### config.mk
export PLATFORM = sky130hd
export DESIGN_NAME = reset_sequencer
export DESIGN_NICKNAME = d
export VERILOG_FILES = /design/src/rtl/reset_sequencer.sv
export SDC_FILE = /design/constraint.sdc
export NUM_CORES = 1
export LEC_CHECK = 0
export CORE_ASPECT_RATIO = 1.4
export CORE_UTILIZATION = 35
export CTS_CLUSTER_SIZE = 10
export DETAILED_ROUTE_END_ITERATION = 12
export DONT_BUFFER_PORTS = 1
export GPL_ROUTABILITY_DRIVEN = 0
export PLACE_DENSITY_LB_ADDON = 0.3
export SLEW_MARGIN = 20
export SYNTH_ARGS = -nofsm -noshare
export SYNTH_HDL_FRONTEND = slang
export SYNTH_SLANG_ARGS = --single-unit
### constraint.sdc
create_clock -name iCLK -period 1.4 [get_ports iCLK]
set_input_delay 0 -clock iCLK [delete_from_list [all_inputs] [get_ports iCLK]]
set_output_delay 0 -clock iCLK [all_outputs]
set_load 0.1 [all_outputs]
### src/rtl/reset_sequencer.sv
// reset_sequencer: staged release of NUM_CH active-low reset channels.
//
// After the input reset is released and the clock source reports lock, a
// saturating counter runs. Each channel k is released once the counter
// reaches FIRST + k*STEP. Once all channels are released the block sits in
// DONE. A soft request from DONE drops the channels in reverse order,
// SHDN_GAP clocks apart. A soft request while counting aborts immediately.
// Loss of lock drops everything at once.
//
// Ports:
//   iCLK   in   single clock for all logic
//   iRST   in   asynchronous active-low reset (release synchronised inside)
//   iLOCK  in   asynchronous clock-source lock indication, high = stable
//   iSOFT  in   synchronous soft-reset request
//   oRST   out  per-channel active-low resets, 1 = channel released
//   oDONE  out  all channels released
//   oBUSY  out  sequencing up or shutting down
module reset_sequencer #(
  parameter int              NUM_CH      = 4,
  parameter int              CNT_W       = 23,
  parameter longint unsigned FIRST       = 23'h1FFFFF,
  parameter longint unsigned STEP        = 23'h100000,
  parameter int              SHDN_GAP    = 16,
  parameter int              SYNC_STAGES = 2
) (
  input  logic              iCLK,
  input  logic              iRST,
  input  logic              iLOCK,
  input  logic              iSOFT,
  output logic [NUM_CH-1:0] oRST,
  output logic              oDONE,
  output logic              oBUSY
);

  localparam longint unsigned LAST  = FIRST + STEP * longint'(NUM_CH - 1);
  localparam int              IDX_W = (NUM_CH > 1) ? $clog2(NUM_CH) : 1;
  localparam int              GAP_W = $clog2(SHDN_GAP + 1);
  localparam logic [CNT_W-1:0] LAST_C = LAST[CNT_W-1:0];

  if (LAST >= (64'd1 << CNT_W)) begin : g_last_chk
    $error("reset_sequencer: FIRST+(NUM_CH-1)*STEP does not fit in CNT_W bits");
  end
  if (NUM_CH < 1 || NUM_CH > 16) begin : g_ch_chk
    $error("reset_sequencer: NUM_CH must be 1..16");
  end
  if (SYNC_STAGES < 2) begin : g_sync_chk
    $error("reset_sequencer: SYNC_STAGES must be >= 2");
  end
  if (SHDN_GAP < 1) begin : g_gap_chk
    $error("reset_sequencer: SHDN_GAP must be >= 1");
  end

  typedef enum logic [1:0] {IDLE, COUNT, DONE, SHUTDOWN} state_t;

  function automatic logic [CNT_W-1:0] thr(input int k);
    longint unsigned t;
    t = FIRST + STEP * longint'(k);
    return t[CNT_W-1:0];
  endfunction

  function automatic logic [CNT_W-1:0] sat_inc(input logic [CNT_W-1:0] v);
    return (v >= LAST_C) ? v : v + 1'b1;
  endfunction

  logic [SYNC_STAGES-1:0] rst_sync_q;
  logic [SYNC_STAGES-1:0] lock_sync_q;
  logic                   rst_n_int;
  logic                   lock_s;

  state_t             state_q;
  logic [CNT_W-1:0]   cnt_q;
  logic [NUM_CH-1:0]  orst_q;
  logic               done_q;
  logic               busy_q;
  logic [IDX_W-1:0]   idx_q;
  logic [GAP_W-1:0]   gap_q;
  logic [NUM_CH-1:0]  rel_d;

  // Reset bridge: asserts with iRST, releases SYNC_STAGES edges after it rises.
  always_ff @(posedge iCLK or negedge iRST) begin
    if (!iRST) rst_sync_q <= '0;
    else       rst_sync_q <= {rst_sync_q[SYNC_STAGES-2:0], 1'b1};
  end
  assign rst_n_int = rst_sync_q[SYNC_STAGES-1];

  always_ff @(posedge iCLK or negedge rst_n_int) begin
    if (!rst_n_int) lock_sync_q <= '0;
    else            lock_sync_q <= {lock_sync_q[SYNC_STAGES-2:0], iLOCK};
  end
  assign lock_s = lock_sync_q[SYNC_STAGES-1];

  // Channels whose release threshold the current count has reached.
  always_comb begin
    rel_d = '0;
    for (int k = 0; k < NUM_CH; k++) rel_d[k] = (cnt_q >= thr(k));
  end

  always_ff @(posedge iCLK or negedge rst_n_int) begin
    if (!rst_n_int) begin
      state_q <= IDLE;
      cnt_q   <= '0;
      orst_q  <= '0;
      done_q  <= 1'b0;
      busy_q  <= 1'b0;
      idx_q   <= '0;
      gap_q   <= '0;
    end else begin
      case (state_q)
        IDLE: begin
          cnt_q  <= '0;
          orst_q <= '0;
          done_q <= 1'b0;
          if (lock_s) begin
            state_q <= COUNT;
            busy_q  <= 1'b1;
          end else begin
            busy_q  <= 1'b0;
          end
        end
        COUNT: begin
          // Lock loss and soft abort both drop all channels at once.
          if (!lock_s || iSOFT) begin
            state_q <= IDLE;
            cnt_q   <= '0;
            orst_q  <= '0;
            done_q  <= 1'b0;
            busy_q  <= 1'b0;
          end else begin
            cnt_q  <= sat_inc(cnt_q);
            orst_q <= orst_q | rel_d;
            if (cnt_q == LAST_C) begin
              state_q <= DONE;
              done_q  <= 1'b1;
              busy_q  <= 1'b0;
            end
          end
        end
        DONE: begin
          if (!lock_s) begin
            state_q <= IDLE;
            cnt_q   <= '0;
            orst_q  <= '0;
            done_q  <= 1'b0;
            busy_q  <= 1'b0;
          end else if (iSOFT) begin
            state_q            <= SHUTDOWN;
            orst_q[NUM_CH-1]   <= 1'b0;
            done_q             <= 1'b0;
            busy_q             <= 1'b1;
            idx_q              <= IDX_W'(NUM_CH - 1);
            gap_q              <= '0;
          end
        end
        SHUTDOWN: begin
          if (!lock_s) begin
            state_q <= IDLE;
            cnt_q   <= '0;
            orst_q  <= '0;
            done_q  <= 1'b0;
            busy_q  <= 1'b0;
          end else if (idx_q == '0) begin
            // Channel 0 went down on the previous edge.
            state_q <= IDLE;
            cnt_q   <= '0;
            busy_q  <= 1'b0;
          end else if (gap_q == GAP_W'(SHDN_GAP - 1)) begin
            orst_q[idx_q - 1'b1] <= 1'b0;
            idx_q                <= idx_q - 1'b1;
            gap_q                <= '0;
          end else begin
            gap_q <= gap_q + 1'b1;
          end
        end
        default: begin
          state_q <= IDLE;
          cnt_q   <= '0;
          orst_q  <= '0;
          done_q  <= 1'b0;
          busy_q  <= 1'b0;
        end
      endcase
    end
  end

  assign oRST  = orst_q;
  assign oDONE = done_q;
  assign oBUSY = busy_q;

endmodule

==> results.md, run 1 <==
* Area leader, netlist: dfrtp_1
* R2R cell count at 8
* Clk buf depth at 2
* Gr ovfl total at 0
* Post-synth EDFFs at 0
* Core box area at 6700 um^2
* Setup Skew at between 0.009 and 0.01 ns
* Synth unique cells at 57
* Peak VDD IR at 0.0006017 V
* Clk slew on worst S/H paths at 0.09 ns
* LEAKAGE at 1.785 nW
* Wire length per cell at 17.64 um
* # diodes at 0
* Count leader, synth: dfrtp_1
* Dpl cell area at around 3300 um^2
* Busiest grt layer: met2
* Yosys warns at 0
* Post-synth top cells: 42 x dfrtp_1, 35 x nand2_1, 20 x nand3_1
* Vias per std cell at between 5 and 6
* Post-DP HPWL at around 5300 um
* Sequential share of the synthesized area at 42.57%
* # fillers at ~520
* Crit path kind: reg -> reg
* Final worst slack at -0.3667 ns
* Worst Hold Depth at 4
* F_max at 566.0 MHz
* Total GRT Usage at 22.84%
* Largest net degree at the start of global routing at 41
* Mapped Area at 2469 um^2
* ANT nets after route at 0
* Reg2reg end: cnt_q[4]
* Layout cells sized above 1 at around 55%
* # rows at 35
* H-tree depth at 2
* Layout Nets at 396
* R2R Path Start: cnt_q[0]
* Clock latency on the worst-skew pair at 0.30 ns
* Syn_nets at 275
* Root Driver: clkbuf_8
* FF+latch count, synth at 42
* Ports at 10
* RSZ-0062 raised after global routing: true
* Failing checks: setup timing
* Crit path DAT at 2.01 ns
* Endpoints failing setup at 36
* Die W at between 70 and 80 um
* Crit path max fanout at 4
* DRC Markers at 0
* Top cell type's share of synthesized area at 42.57%
* M3 GR Usage at about 3.8%
* Part of the cycle the worst path needs at 126.2%
* P per Cell Area at roughly 550 nW/um^2
* Vias in the first global route at between 2000 and 3000
* Hold Startpoint: iSOFT
* Ys flop type: dfrtp_1
* CTS tree: done
* Antenna violations before repair at 0
* Grt met2 use at 40.81%
* Die extent in y at 101.4 um
* Total power draw at 2.294 mW
* CP Launch Type: flip-flop
* Initial core utilization at 36.84%
* Hold EP: cnt_q[12]
* Area growth syn-to-layout at 68.47%
* Final Critical Period at roughly 1.8 ns
* Worst Path Required at 1.65 ns
* Hold Path Class: in -> reg
* Reg2reg setup slack at -0.37 ns
* First-pass GRT wire length at approximately 13000 um
* Setup crit end kind: flip-flop
* DP Worst Slack at -0.4327 ns
* Status: complete, but fails checks
* Total Wirelength at 8432 um
* DR iter-0 viols at 149
* Ranking of synthesized cells by area: dfrtp_1 43%, nand2_1 5.3%, nand3_1 4.1%
* Synthesized instance count at 264
* Die Area at between 7000 and 8000 um^2
* Port buffer count at 0
* Num CTS Buffers at 5
* GR Util met1 at a little over a quarter
* Via count at 2681
* Syn Area/Cell at 9.351 um^2
* Design Area, Final at 4159 um^2
* Post-synthesis async set-or-reset flop share at 100.0%
* Max Cap Viol at 0
* Endpoints failing hold at 0
* Drt pass-1 iters at 6
* Final count of pins violating max slew at 0
* Sink Count at 42
## how the worst max path moves through the flow
stage | start | endpoint
finish | cnt_q[0] | cnt_q[4]
global route | cnt_q[0] | cnt_q[17]
CTS | cnt_q[0] | cnt_q[18]
detailed placement | cnt_q[1] | cnt_q[20]
global placement | cnt_q[1] | cnt_q[20]
floorplan | cnt_q[1] | cnt_q[18]
## critical path, cell delays in order (launching register included)
cell and delay [ns]:
dfrtp_1 0.42, ha_4 0.19, and3_4 0.17, o21ai_4 0.20
buf_6 0.14, o21ai_4 0.06, buf_4 0.16, nor4_2 0.21
a31o_2 0.15
## flip-flops by register name, summed over array words and instances, names as in the netlist
| name | cells |
|---|---|
| idx_q | 2 |
| lock_sync_q | 2 |
| oBUSY | 1 |
| oDONE | 1 |
| state_q | 2 |
| rst_sync_q | 2 |
| gap_q | 5 |
| oRST | 4 |
| cnt_q | 23 |
## power breakdown
group          internal (mW)  switching (mW)
Combinational         0.0956           0.123
Sequential              1.22         0.00956
Clock                  0.399           0.443
Total                   1.72           0.576
## layout by cell type, fill, tap and decap left out, types with 6 or more instances in the layout
cell type | Yosys | final
a21oi_2 | 1 | 7
clkbuf_8 | 0 | 6
nor2_1 | 16 | 10
dfrtp_1 | 42 | 39
nand4_1 | 8 | 8
nand3_1 | 20 | 16
nand2_1 | 35 | 28
buf_4 | 1 | 90
o21ai_0 | 13 | 6
buf_6 | 1 | 23
a31oi_1 | 11 | 6
## logic make-up after synthesis
logic type | Yosys count | share of synthesized area, %
XOR/XNOR | 1 | 0.3549
multiplexers | 3 | 1.368
other | 1 | 0.1519
AO/OA/AOI/OAI | 80 | 24.33
AND/OR/NAND/NOR | 115 | 24.79
buffers and inverters | 15 | 2.889
flip-flops | 42 | 42.57
adder cells (fa/ha/maj) | 7 | 3.548
## routing by layer
metal  wire length (um)  vias to the layer above  part of all wire, %
met1               3326                     1333                   39
met2               4544                       74                   54
met3                290                       22                  3.4
met4                272                        0                  3.2
li1                   -                     1252                    -
met5                  0                        -                    0
## timing repair
item                       in CTS  in global routing
gates cloned                    1                  1
resized for setup              64                 43
setup endpoints to repair      37                 37
setup buffers                  21                 13
pin swaps                      42                 22
hold buffers                    4                  0
hold endpoints to repair        7                  0
## area by class of cell
class | count | area (um^2) | share of cell area (%)
Sequential cell | 42 | 1055 | 25.36
Clock inverter | 1 | 5.005 | 0.1203
Multi-Input combinational cell | 208 | 1809 | 43.50
Inverter | 7 | 26.28 | 0.6318
Timing Repair Buffer | 121 | 1062 | 25.54
Tap cell | 92 | 115.1 | 2.768
Clock buffer | 7 | 86.33 | 2.076
## per-stage QoR
stage	std cells	hold WS, ns	util (%)	TNS [ns]
floorplan	264	-0.2956	-	-4.735
global placement	439	-0.2955	49.88	-8.655
detailed placement	439	-0.2955	49.88	-9.350
CTS	467	0.04216	58.21	-7.009
global route	478	0.07414	62.07	-11.35
finish	478	0.05966	62.07	-8.659
(Power assumes the default switching activity.)
==> run 2: changes to the inputs <==
--- a/config.mk
+++ b/config.mk
@@ -5,13 +5,15 @@
 export SDC_FILE = /design/constraint.sdc
 export NUM_CORES = 1
 export LEC_CHECK = 0
+export CAP_MARGIN = 20
 export CORE_ASPECT_RATIO = 1.4
 export CORE_UTILIZATION = 35
 export CTS_CLUSTER_SIZE = 10
 export DETAILED_ROUTE_END_ITERATION = 12
 export DONT_BUFFER_PORTS = 1
 export GPL_ROUTABILITY_DRIVEN = 0
-export PLACE_DENSITY_LB_ADDON = 0.3
+export PLACE_DENSITY = 0.54
+export SETUP_SLACK_MARGIN = 0.3
 export SLEW_MARGIN = 20
 export SYNTH_ARGS = -nofsm -noshare
 export SYNTH_HDL_FRONTEND = slang
==> run 2 against run 1 <==
Effect of this change:
- the flow still finishes with violations (setup timing)
- combinational power fell by 16%
- global-route usage fell by 1.5 points
- non-clock buffer count fell by 15
- routed wire length fell by 9.0%
- clock skew rose by 0.0034 ns
- via count fell by 6.5%
- clock power fell by 2.5%
- final cell count fell by 3.1%
- total power fell by 2.5%
- setup slack got worse by 0.018 ns
- core utilization fell by 3.9 points
- register-to-register slack got worse by 0.02 ns
==> results.md, run 2 (synthesis gave the netlist of run 1 again) <==
* Crit path max fanout at 8
* Endpoints failing setup at 35
* R2R Path Start: cnt_q[22]
* LEAKAGE at 1.728 nW
* R2R cell count at 6
* Layout Nets at 381
* Endpoints failing hold at 0
* Die Area at 7398 um^2
* Most frequent cells in the layout: 81 x buf_4, 38 x dfrtp_1, 26 x nand2_1
* Post-DP HPWL at roughly 5300 um
* Root Driver: clkbuf_8
* # rows at 35
* Hold Startpoint: iSOFT
* Max Cap Viol at 0
* Top reg by flops: cnt_q
* Peak VDD IR at about 0.00042 V
* DR iter-0 viols at 85
* Crit path kind: reg -> reg
* CTS tree: done
* Part of the cycle the worst path needs at 127.5%
* Design Area, Final at 3895 um^2
* Setup TNS at -9.549 ns
* Gr ovfl total at 0
* F_max at about 560 MHz
* Worst Hold Depth at 3
* Cell total after placement at 435
* Finished Layout Cells at 463
* Reg2reg end: oRST[3]
* Reg2reg setup slack at -0.38 ns
* Sink Count at 42
* Final Core Density at 58.13%
* Clock latency on the worst-skew pair at about 0.30 ns
* Hold EP: idx_q[0]
* # fillers at 591
* Port buffer count at 0
* Core box area at 6700 um^2
* Worst Path Required at 1.58 ns
* Total GRT Usage at a little over a fifth
* Final count of pins violating max slew at 0
* Dpl cell area at approximately 3300 um^2
* Ports at 10
* Final Critical Period at 1.784 ns
* CP Launch Type: flip-flop
* Commonest non-fill, non-tap cell in the layout: buf_4
* Setup crit end kind: flip-flop
* Die extent in y at between 100 and 150 um
* RSZ-0062 raised after global routing: true
* Vias in the first global route at 2465
* First-pass GRT wire length at roughly 12000 um
* Max reg flops at 23
* Die W at 72.98 um
* Vias per std cell at roughly 5.4
* Layout cells sized above 1 at 51.21%
* Status: complete, but fails checks
* Worst hold slack at approximately 0.1 ns
* Failing checks: setup timing
* Largest net degree at the start of global routing at 41
* Area growth syn-to-layout at 57.78%
* Total Wirelength at approximately 7700 um
* Clk slew on worst S/H paths at ~0.090 ns
* Wire length per cell at ~17 um
* ANT nets after route at 0
* Crit path DAT at 1.96 ns
* Via count at about 2500
* Drt pass-1 iters at 4
* Setup Skew at 0.01269 ns
* Antenna violations before repair at 0
* Clk buf depth at 2
* Num CTS Buffers at 5
* DRC Markers at 0
* Final worst slack at -0.3843 ns
* Hold Path Class: in -> reg
* H-tree depth at 2
* Initial core utilization at a little under two fifths
* # diodes at 0
* P per Cell Area at 574.2 nW/um^2
## run 2: cell types whose count changed in the layout (fill, tap and decap cells not counted), moves of 4 or more
cell,change
buf_4,-9
a21oi_1,+4
a21oi_2,-4
a31oi_1,+4
a31oi_4,-4
buf_6,-4
## run 2: worst max-delay path by stage
| stage | start | to | slack (ns) | cells after the start |
|---|---|---|---|---|
| 6_report | cnt_q[22] | oRST[3] | -0.38 | 6 |
| 5_1_grt | cnt_q[20] | cnt_q[17] | -0.41 | 8 |
| 4_1_cts | cnt_q[0] | cnt_q[18] | -0.32 | 6 |
| 3_5_place_dp | cnt_q[1] | cnt_q[20] | -0.42 | 6 |
| 3_3_place_gp | cnt_q[1] | cnt_q[20] | -0.41 | 6 |
| 2_1_floorplan | cnt_q[1] | cnt_q[18] | -0.28 | 6 |
## run 2: layout make-up
cell class	instances	area (um^2)	area share, %
clock buffers	7	86.33	2.217
clock inverters	1	5.005	0.1285
inverters	7	26.28	0.6746
multi-input cells	208	1704	43.75
flip-flops and latches	42	1056	27.11
well taps	92	115.1	2.955
repair buffers	106	902.1	23.16
## run 2: metal layers
layer | track usage, % | vias up | wire length [um]
met4 | 7.541 | 0 | 165
met1 | 25.34 | 1217 | 3190
met2 | 38.68 | 52 | 4077
met5 | 0 | - | 0
li1 | - | 1221 | -
met3 | 2.985 | 16 | 241
## run 2: per-stage QoR
stage,total power [mW],setup WS (ns)
2_1_floorplan,1.348,-0.2756
3_3_place_gp,1.408,-0.4090
3_5_place_dp,1.410,-0.4150
4_1_cts,2.265,-0.3182
5_1_grt,2.337,-0.4125
6_report,2.236,-0.3843
## run 2: critical path, stage by stage, from the launching register on
cell and delay (ns):
dfrtp_1 0.42, and4bb_2 0.27, buf_4 0.13, and4_4 0.22, a21oi_4 0.26, nor2_1 0.08, o221a_2 0.28
## run 2: power breakdown
| part | internal, mW | switching, mW | leakage, nW |
|---|---|---|---|
| logic | 0.0700 | 0.114 | 1.12 |
| clock network | 0.399 | 0.422 | 0.0482 |
| registers | 1.22 | 0.00788 | 0.563 |
| total | 1.69 | 0.544 | 1.73 |
## run 2: timing repair
action,CTS,global route
endpoints found under the setup margin,38,38
hold buffers,4,0
setup buffers,8,7
hold endpoints to repair,7,0
cloned,0,1
gates resized for setup,38,40
pin swaps,12,18
